File: src/rtl/ifu_pc_gen_pkg.sv
// Shared definitions for the fetch PC generator.
//   PCG_RESET_PC        : fetch PC loaded on reset
//   PCG_MAX_OUTSTANDING : default cap on accepted-but-unanswered I-cache requests
//   pcgen_state_t       : request FSM states
//   npc_sel_t           : next-PC source select
package ifu_pc_gen_pkg;

  localparam logic [31:0] PCG_RESET_PC        = 32'hBFC0_0000;
  localparam int unsigned PCG_MAX_OUTSTANDING = 2;

  typedef enum logic [1:0] {PCG_BOOT, PCG_RUN, PCG_HOLD} pcgen_state_t;

  typedef enum logic [1:0] {NPC_SEQ, NPC_BPU, NPC_FLUSH, NPC_HOLD} npc_sel_t;

  // Fetch-group aligned address (8-byte groups).
  function automatic logic [31:0] fetch_align(input logic [31:0] addr);
    return {addr[31:3], 3'b000};
  endfunction

endpackage

File: src/rtl/ifu_pc_gen_tracker.sv
// Outstanding-request and squash tracker for I-cache fetch requests.
//   clk, rst        : clock, synchronous active-high reset
//   fire            : request accepted this cycle
//   flush           : backend redirect; all in-flight responses become stale
//   resp_valid      : response for the oldest outstanding request
//   outstanding     : accepted-but-unanswered request count (registered)
//   full_c          : outstanding has reached the cap
//   resp_discard_c  : current response belongs to a squashed request
module fetch_req_tracker
  import ifu_pc_gen_pkg::*;
#(
  parameter  int unsigned MAX_OUT = PCG_MAX_OUTSTANDING,
  localparam int unsigned CNT_W   = $clog2(MAX_OUT + 1)
) (
  input  logic             clk,
  input  logic             rst,
  input  logic             fire,
  input  logic             flush,
  input  logic             resp_valid,
  output logic [CNT_W-1:0] outstanding,
  output logic             full_c,
  output logic             resp_discard_c
);

  logic [CNT_W-1:0] drop_cnt;
  logic [CNT_W-1:0] out_nxt;
  logic [CNT_W-1:0] drop_nxt;
  logic             resp_legal;

  // A response with nothing outstanding is ignored so the counter saturates at 0.
  always_comb begin
    resp_legal     = resp_valid && (outstanding != '0);
    full_c         = (outstanding == CNT_W'(MAX_OUT));
    resp_discard_c = !rst && resp_valid && (drop_cnt != '0);

    out_nxt = outstanding;
    if (fire && !resp_legal) begin
      out_nxt = outstanding + CNT_W'(1);
    end else if (!fire && resp_legal) begin
      out_nxt = outstanding - CNT_W'(1);
    end

    // On flush everything still in flight (minus a response leaving now) is stale.
    drop_nxt = drop_cnt;
    if (flush) begin
      drop_nxt = resp_legal ? (outstanding - CNT_W'(1)) : outstanding;
    end else if (resp_discard_c) begin
      drop_nxt = drop_cnt - CNT_W'(1);
    end
  end

  // Counter registers.
  always_ff @(posedge clk) begin
    if (rst) begin
      outstanding <= '0;
      drop_cnt    <= '0;
    end else begin
      outstanding <= out_nxt;
      drop_cnt    <= drop_nxt;
    end
  end

  resp_without_req: assert property (@(posedge clk) disable iff (rst)
    !(resp_valid && (outstanding == '0)));

endmodule

File: src/rtl/ifu_pc_gen.sv
// Fetch PC generator: holds the fetch PC, picks the next PC from backend flush,
// BPU redirect or sequential nPC, and issues fetch-group requests to the I-cache.
//   clk, rst                 : clock, synchronous active-high reset
//   if0_npc                  : sequential next PC from IF_0
//   stall                    : downstream cannot accept a new fetch group
//   bk_flush, bk_target      : backend redirect and its target
//   bpu_redirect, bpu_target : BPU predicted-taken redirect and its target
//   pc, pc_valid             : current fetch PC and its liveness
//   ic_req_valid/ready/addr  : I-cache request handshake and aligned address
//   ic_resp_valid            : I-cache response for the oldest request
//   ic_resp_discard          : current response belongs to a squashed request
module ifu_pc_gen
  import ifu_pc_gen_pkg::*;
#(
  parameter logic [31:0] RESET_PC        = PCG_RESET_PC,
  parameter int unsigned MAX_OUTSTANDING = PCG_MAX_OUTSTANDING
) (
  input  logic        clk,
  input  logic        rst,
  input  logic [31:0] if0_npc,
  input  logic        stall,
  input  logic        bk_flush,
  input  logic [31:0] bk_target,
  input  logic        bpu_redirect,
  input  logic [31:0] bpu_target,
  output logic [31:0] pc,
  output logic        pc_valid,
  output logic        ic_req_valid,
  input  logic        ic_req_ready,
  output logic [31:0] ic_req_addr,
  input  logic        ic_resp_valid,
  output logic        ic_resp_discard
);

  localparam int unsigned CNT_W = $clog2(MAX_OUTSTANDING + 1);

  pcgen_state_t     state;
  pcgen_state_t     state_nxt;
  npc_sel_t         npc_sel;
  logic [31:0]      pc_nxt;
  logic [CNT_W-1:0] outstanding;
  logic             full;
  logic             fire;
  logic             blocked;

  fetch_req_tracker #(.MAX_OUT(MAX_OUTSTANDING)) u_tracker (
    .clk            (clk),
    .rst            (rst),
    .fire           (fire),
    .flush          (bk_flush),
    .resp_valid     (ic_resp_valid),
    .outstanding    (outstanding),
    .full_c         (full),
    .resp_discard_c (ic_resp_discard)
  );

  // State and PC registers.
  always_ff @(posedge clk) begin
    if (rst) begin
      state <= PCG_BOOT;
      pc    <= RESET_PC;
    end else begin
      state <= state_nxt;
      pc    <= pc_nxt;
    end
  end

  // Request handshake, next state and next-PC selection.
  always_comb begin
    ic_req_valid = 1'b0;
    pc_valid     = 1'b0;
    fire         = 1'b0;
    ic_req_addr  = fetch_align(pc);
    state_nxt    = state;
    npc_sel      = NPC_HOLD;
    pc_nxt       = pc;

    ic_req_valid = !rst && (state == PCG_RUN) && !stall && !bk_flush && !full;
    pc_valid     = ic_req_valid;
    fire         = ic_req_valid && ic_req_ready;

    // A response arriving this cycle frees a slot, so it does not count as blocked.
    blocked = stall || (full && !ic_resp_valid);

    case (state)
      PCG_BOOT: state_nxt = PCG_RUN;
      PCG_RUN:  if (blocked) state_nxt = PCG_HOLD;
      PCG_HOLD: if (!blocked) state_nxt = PCG_RUN;
      default:  state_nxt = PCG_BOOT;
    endcase
    if (bk_flush) state_nxt = PCG_RUN;

    // An unfired BPU redirect is dropped; the BPU re-presents it.
    if (bk_flush)                  npc_sel = NPC_FLUSH;
    else if (fire && bpu_redirect) npc_sel = NPC_BPU;
    else if (fire)                 npc_sel = NPC_SEQ;
    else                           npc_sel = NPC_HOLD;

    case (npc_sel)
      NPC_FLUSH: pc_nxt = bk_target;
      NPC_BPU:   pc_nxt = bpu_target;
      NPC_SEQ:   pc_nxt = if0_npc;
      default:   pc_nxt = pc;
    endcase
  end

endmodule
File: config.mk
export PLATFORM = sky130hd
export DESIGN_NAME = ifu_pc_gen
export DESIGN_NICKNAME = d
export VERILOG_FILES = /design/src/rtl/ifu_pc_gen_pkg.sv /design/src/rtl/ifu_pc_gen_tracker.sv /design/src/rtl/ifu_pc_gen.sv
export SDC_FILE = /design/constraint.sdc
export NUM_CORES = 1
export LEC_CHECK = 0
export CORE_MARGIN = 3
export CORE_UTILIZATION = 39
export DETAILED_ROUTE_END_ITERATION = 16
export GPL_TIMING_DRIVEN = 0
export PLACE_DENSITY = 0.95
export SYNTH_ARGS = -nofsm -noshare
export SYNTH_HDL_FRONTEND = slang
export SYNTH_HIERARCHICAL = 1
export SYNTH_SLANG_ARGS = --single-unit
File: constraint.sdc
create_clock -name clk -period 3.3 [get_ports clk]
set_input_delay 0.66 -clock clk [delete_from_list [all_inputs] [get_ports clk]]
set_output_delay 0.66 -clock clk [all_outputs]
set_load 0.005 [all_outputs]
==> impl_results.md, run 1 <==
- RR Startpoint: u_tracker/outstanding[0]
- Largest net degree at the start of global routing: 15
- Slew Limit Fails: 0
- YS warnings: 6
- Crit path required time: ~2600 ps
- H-Tree Depth: 2
- Residual DRC: 0
- Pwr/cell area: approximately 330 nW/um^2
- Status: finished clean
- DIE WIDTH: about 87 um
- First drt pass iteration count: 4
- Starting Density: 0.417
- CTS root buf: clkbuf_8
- Dpl hpwl: about 7300 um
- Max rail drop VDD: ~0.00023 V
- Crit share post-route: 0.961
- Routed vias/inst: just over 5
- Fmax: 0.315 GHz
- GPL Wtd Cong: ~0.8
- GRT Total Usage: 0.241
- Clock latency on the worst-skew pair: between 200 and 300 ps
- WL/cell: 16.5 um
- Cell taking the most area after synthesis: dfxtp_1
- CTS tree: built
- Number of synthesized flops with an enable pin: 0
- Syn Inst Count: 310
- Postcts setup bufs: 0
- Area delta synth->final: 73.5%
- Mapped cell area: roughly 2600 sq um
- # rows: 28
- CP Class: in2out
- Post-Route WL: 9210 um
- Post-synth ARST share: 0
- Total negative slack: 0 ps
- DR vias: 2893
- RR Endpoint: u_tracker/outstanding[0]
- # diodes: 0
- Max_cap viols: 0
- HP Start: pc[19]
- Slew margin rel.: 0.552
- Vias in the first global route: 3070
- Synth unique cells: 40
- Antenna viol nets, final: 0
- Endpoint type of the worst setup path: output port
- # port buffers: 165
- Measured slew at the worst slew-check pin: approximately 670 ps
- Final Hold Vio Count: 0
- R2R depth: 8
- Hold Path Stages: 2
- TritonCTS buffer count: 5
- Syn_area_per_cell: 8.25 sq um
- Initial antenna violation count: 0
- Core area: between 6000 and 7000 sq um
- Iteration-0 DRC count of the detailed router: 106
- Hold Crit Class: reg2reg
- Max clock buf depth: 2
- Ys flop type: dfxtp_1
- Worst Path Max Fanout: 3
- Leak pwr: approximately 1.8 nW
- Layout Skew: 4.98 ps
- Shortest period the worst path allows: between 3000 and 4000 ps
- Ports: 170
- Remaining Overflow, GRT: 0
- Yosys reg bits: 38
- Yosys top cell area share: 0.298
- Synth area leaders: dfxtp_1 (30%), buf_4 (9.7%), mux2i_1 (7.4%)
- CP Launch Type: primary input
- Hold endpoint: pc[19]
- RSZ-0062 raised after global routing: no
- Worst EP arrival: about 2500 ps
- Sinks on Clock Net: 38
- Sequential area share after synthesis: 0.298
- Final setup violation count: 0
- Post-Layout Cell Count: ~560
- Top cells by count, synth: dfxtp_1 (38), nand2_1 (38), buf_4 (33), nor2_1 (23), nor2b_1 (21)
- Dpl cells: 552
- Reg2reg setup slack: roughly 630 ps
- Final nets: between 500 and 600
- DIE AREA: 7560 sq um
- Hold buffer count at CTS: 0
- First-pass GRT wire length: 14600 um
- CTS clk-pin slew, worst paths: about 70 ps
- Die H: 87.0 um
- Share of layout cells above drive strength 1: 0.138
area by class of cell:
type,instances,area (sq um)
plain buffers,54,352
clock buffers,6,82.6
clock inverters,1,30.0
fillers,471,1700
inverters,9,33.8
multi-input cells,211,1430
flip-flops and latches,38,761
well taps,75,93.8
repair buffers,165,1650
per-layer routing:
layer,GRT usage,vias to the layer above,part of all wire
li1,-,1395,-
met5,0,-,0
met1,0.278,1372,0.37
met4,0.0510,0,0.0026
met3,0.0426,2,0.080
met2,0.460,124,0.54
kinds of logic (layout without fill, tap and decap cells):
group,Yosys count,in the layout,synth area share
compound gates,64,64,0.176
simple gates,115,115,0.255
fa+ha+maj,4,4,0.0186
buf+inv,63,235,0.148
xor+xnor,3,3,0.0157
flops,38,38,0.298
mux,22,22,0.0876
other cells,1,3,0.00147
timing repair:
item,4_1_cts,5_1_grt
gates cloned,0,0
gates resized for setup,6,2
endpoints found under the setup margin,2,1
pin swaps,0,0
worst max-delay path, stage by stage:
cell and delay (ps):
clkdlybuf4s50_1 480, or4b_4 550, nor3_2 190, buf_4 140, clkdlybuf4s50_1 490
how the worst max path moves through the flow:
stage | startpoint | slack, ps | to | cells past startpoint
after floorplan | rst | 1020 | u_tracker/outstanding[0] | 7
after global placement | bk_flush | -370 | pc_valid | 6
after detailed placement | bk_flush | -390 | pc_valid | 6
after CTS | bk_flush | 30 | pc_valid | 6
after global routing | stall | 50 | pc_valid | 5
final | stall | 130 | pc_valid | 5
power breakdown:
group | internal (mW) | switching [mW]
logic | 0.334 | 0.192
registers | 0.499 | 0.0334
clock network | 0.242 | 0.162
total | 1.07 | 0.387
cells in the final DEF, fill, tap and decap left out, types with 2 or more instances in the layout:
cell type / n
nor3_2: 11
buf_1: 2
o211ai_1: 2
clkbuf_8: 6
a21oi_1: 20
nor2_1: 23
clkdlybuf4s50_1: 163
nand3_1: 7
mux2i_1: 19
nor2b_1: 21
nor3_1: 5
buf_2: 4
inv_1: 8
o22ai_1: 5
conb_1: 3
nand3b_1: 2
a22oi_1: 3
a21o_1: 10
buf_6: 2
clkbuf_1: 11
ha_1: 3
a211oi_1: 6
a41oi_1: 15
mux2_2: 3
nand2_1: 38
dfxtp_1: 38
buf_4: 33
nor4b_4: 2
registers in the layout (all words and copies together), names as in the netlist:
signal and count:
state 2, u_tracker/outstanding 2, u_tracker/drop_cnt 2, pc 32
stage by stage:
| step | hold slack (ps) | power [mW] | cell area [sq um] | util | worst slack, ps |
|---|---|---|---|---|---|
| global route | 525 | 1.53 | 4430 | 0.723 | 45.3 |
| CTS | 502 | 1.47 | 4430 | 0.723 | 34.2 |
| detailed placement | 489 | 1.07 | 4310 | 0.703 | -388 |
| finish | 495 | 1.46 | 4430 | 0.723 | 128 |
| floorplan | 466 | 0.781 | 2560 | - | 1020 |
| global placement | 472 | 1.05 | 4310 | 0.703 | -371 |
No activity file was read; power rests on OpenSTA's default activity.
==> run 2, diff against run 1 <==
- CORE_UTILIZATION: 39 -> 36
- PLACE_DENSITY: 0.95 -> 0.89
- clock period: 3.3 -> 3.6 ns (I/O delays scaled with it)
==> run 2 against run 1 <==
Hold slack got worse by 12 ps. Combinational power is 8.4% lower. Total power is 15% lower. First-iteration DRC count down 11%. Clock-buffer cell count rose by 1. Via count decreased by 0.52%. Critical path depth increased by 1. Utilization shrank 7.7 points. Sequential power shrank 8.3%. Wire length is 0.97% lower. Largest power group unchanged.
==> impl_results.md, run 2 (synthesis gave the netlist of run 1 again) <==
- Measured slew at the worst slew-check pin: 661 ps (-10.3 ps)
- # port buffers: 165 (unchanged)
- Initial antenna violation count: 0 (unchanged)
- DIE AREA: 8150 sq um (+7.7%)
- Max clock buf depth: 2 (unchanged)
- Crit-path cells: clkdlybuf4s50_1 -> clkbuf_2 -> clkbuf_2 -> nor3_2 -> buf_4 -> clkdlybuf4s50_1
- Slew Limit Fails: 0 (unchanged)
- CP top delay family: buffers and inverters
- Switch share: 0.276 (+0.0115)
- Most common cell after layout, fill and taps aside: clkdlybuf4s50_1
- Clk pwr share: 0.217 (-0.059)
- First-pass GRT wire length: 14600 um (+0.29%)
- Worst Path Max Fanout: 10 (+7)
- CTS root buf: clkbuf_8
- GRT Total Usage: 0.217 (-0.0239)
- Leak pwr: 1.75 nW (-1.9%)
- RR Startpoint: u_tracker/outstanding[0]
- Endpoint type of the worst setup path: output port
- CP Class: in2out
- Residual DRC: 0 (unchanged)
- Final nets: 589 (-0.17%)
- DIE WIDTH: 90.3 um (+3.8%)
- DR vias: 2878 (-0.52%)
- Crit path required time: 2880 ps (+240 ps)
- Number of fill cells: 582 (+24%)
- H-Tree Depth: 2 (unchanged)
- WP buf/inv: 5 (+2)
- Fin util: 0.647 (-0.0766)
- Postcts setup bufs: 0 (unchanged)
- Critical path endpoint: pc_valid
- Vias in the first global route: 3049 (-0.68%)
- Logic gate share of total power: 0.389 (+0.029)
- Total negative slack: 0 ps (unchanged)
- WL/cell: 15.8 um (-4.4%)
- Max rail drop VDD: 0.000149 V (-35%)
- TritonCTS buffer count: 5 (unchanged)
- # rows: 30 (+7.1%)
- Largest reg by FF count: pc
- Hold buffer count at CTS: 0 (unchanged)
- Remaining Overflow, GRT: 0 (unchanged)
- Worst EP arrival: 2700 ps (+190 ps)
- R2R depth: 8 (unchanged)
- Clock latency on the worst-skew pair: 280 ps (about the same)
- Dpl hpwl: 7280 um (-0.78%)
- Commonest cells after routing, fill and taps aside: clkdlybuf4s50_1 (165), nand2_1 (38), dfxtp_1 (38)
- Core area: 6830 sq um (+11%)
- First drt pass iteration count: 4 (unchanged)
- Power Internal: 897 uW (-17%)
- RSZ-0062 raised after global routing: no
- Share of layout cells above drive strength 1: 0.135 (-0.00385)
- Pwr/cell area: 281 nW/um^2 (-15%)
- Area delta synth->final: 72.8%
- Final setup violation count: 0 (unchanged)
- Antenna viol nets, final: 0 (unchanged)
- Slowest cell on crit path: clkdlybuf4s50_1
- Status: finished clean
- CP Launch Type: primary input
- Iteration-0 DRC count of the detailed router: 94 (-11%)
- Largest net degree at the start of global routing: 19 (+4)
- Critical Path Start: bk_flush
- Reg2reg setup slack: 910 ps (+280 ps)
- Fmax: 0.293 GHz
- Reg power frac: 0.394 (+0.030)
- Crit share post-route: 0.949
- GPL Wtd Cong: 0.834 (+2.3%)
- Routed vias/inst: 4.97 (-4.0%)
- Ports: 170 (unchanged)
- CTS clk-pin slew, worst paths: 70 ps (about the same)
- # diodes: 0 (unchanged)
- Max_cap viols: 0 (unchanged)
- Post-Route WL: 9120 um (-0.97%)
- RR Endpoint: u_tracker/outstanding[0]
- Worst path depth: 6 (+1)
- Layout Skew: 3.62 ps (-1.37 ps)
- Hold Crit Class: reg2reg
- Sinks on Clock Net: 38 (unchanged)
- Die H: 90.3 um (+3.8%)
- Starting Density: 0.374 (-0.0428)
- Slew margin rel.: 0.559 (+0.00684)
- Max stage delay on crit path: 540 ps (about the same)
- Max FFs per register: 32 (unchanged)
- Shortest period the worst path allows: 3420 ps
- Net switching power: 343 uW (-12%)
- CTS tree: built
- Final Hold Vio Count: 0 (unchanged)
[run 2: layout make-up]
type,count,area (sq um),share of cell area
buffer,53,344,0.0779
clock buffer,7,76.3,0.0173
inverter,9,33.8,0.00765
multi-input combinational,211,1430,0.324
sequential,38,761,0.172
tap,96,120,0.0272
timing repair buffer,165,1650,0.374
[run 2: stage by stage]
| step | instances | power, mW | instance area [sq um] | setup WS (ps) | hold slack [ps] |
|---|---|---|---|---|---|
| 6_report | 579 | 1.24 | 4420 | 184 | 483 |
| 5_1_grt | 579 | 1.32 | 4420 | 70.3 | 516 |
| 4_1_cts | 579 | 1.25 | 4410 | 61.8 | 485 |
| 3_5_place_dp | 573 | 0.977 | 4340 | -128 | 472 |
| 3_3_place_gp | 573 | 0.961 | 4340 | -178 | 469 |
| 2_1_floorplan | 312 | 0.716 | 2560 | 1260 | 466 |
[run 2: routing by layer]
layer  part of all wire  global-route usage
met1               0.40               0.247
met2               0.52               0.403
met3              0.067              0.0558
met4              0.015              0.0561
met5                  0                   0
[run 2: worst min path at each step]
stage	startpoint	cells past startpoint	to	slack, ps
floorplan	pc[11]	2	pc[11]	470
global placement	pc[11]	2	pc[11]	470
detailed placement	pc[12]	2	pc[12]	470
CTS	pc[12]	2	pc[12]	480
global route	pc[12]	2	pc[12]	520
finish	pc[12]	2	pc[12]	480
[run 2: worst register-to-register path: cells and delay by family (launching register included)]
kind          cells  cell delay, ps
simple gates      3             950
buf+inv           3             690
flops             1             380
xor+xnor          1             370
fa+ha+maj         1             250
[run 2: repair_timing]
item                                    4_1_cts  5_1_grt
endpoints found under the setup margin        2        2
resized for setup                             1        4
pin swaps                                     0        0
hold endpoints to repair                      0        0
[run 2: power by group through the flow]
stage	sequential, mW	combinational (mW)	clock [mW]
finish	0.488	0.482	0.269
global route	0.493	0.519	0.304
CTS	0.488	0.482	0.279
detailed placement	0.497	0.480	0
global placement	0.494	0.466	0
floorplan	0.493	0.223	0
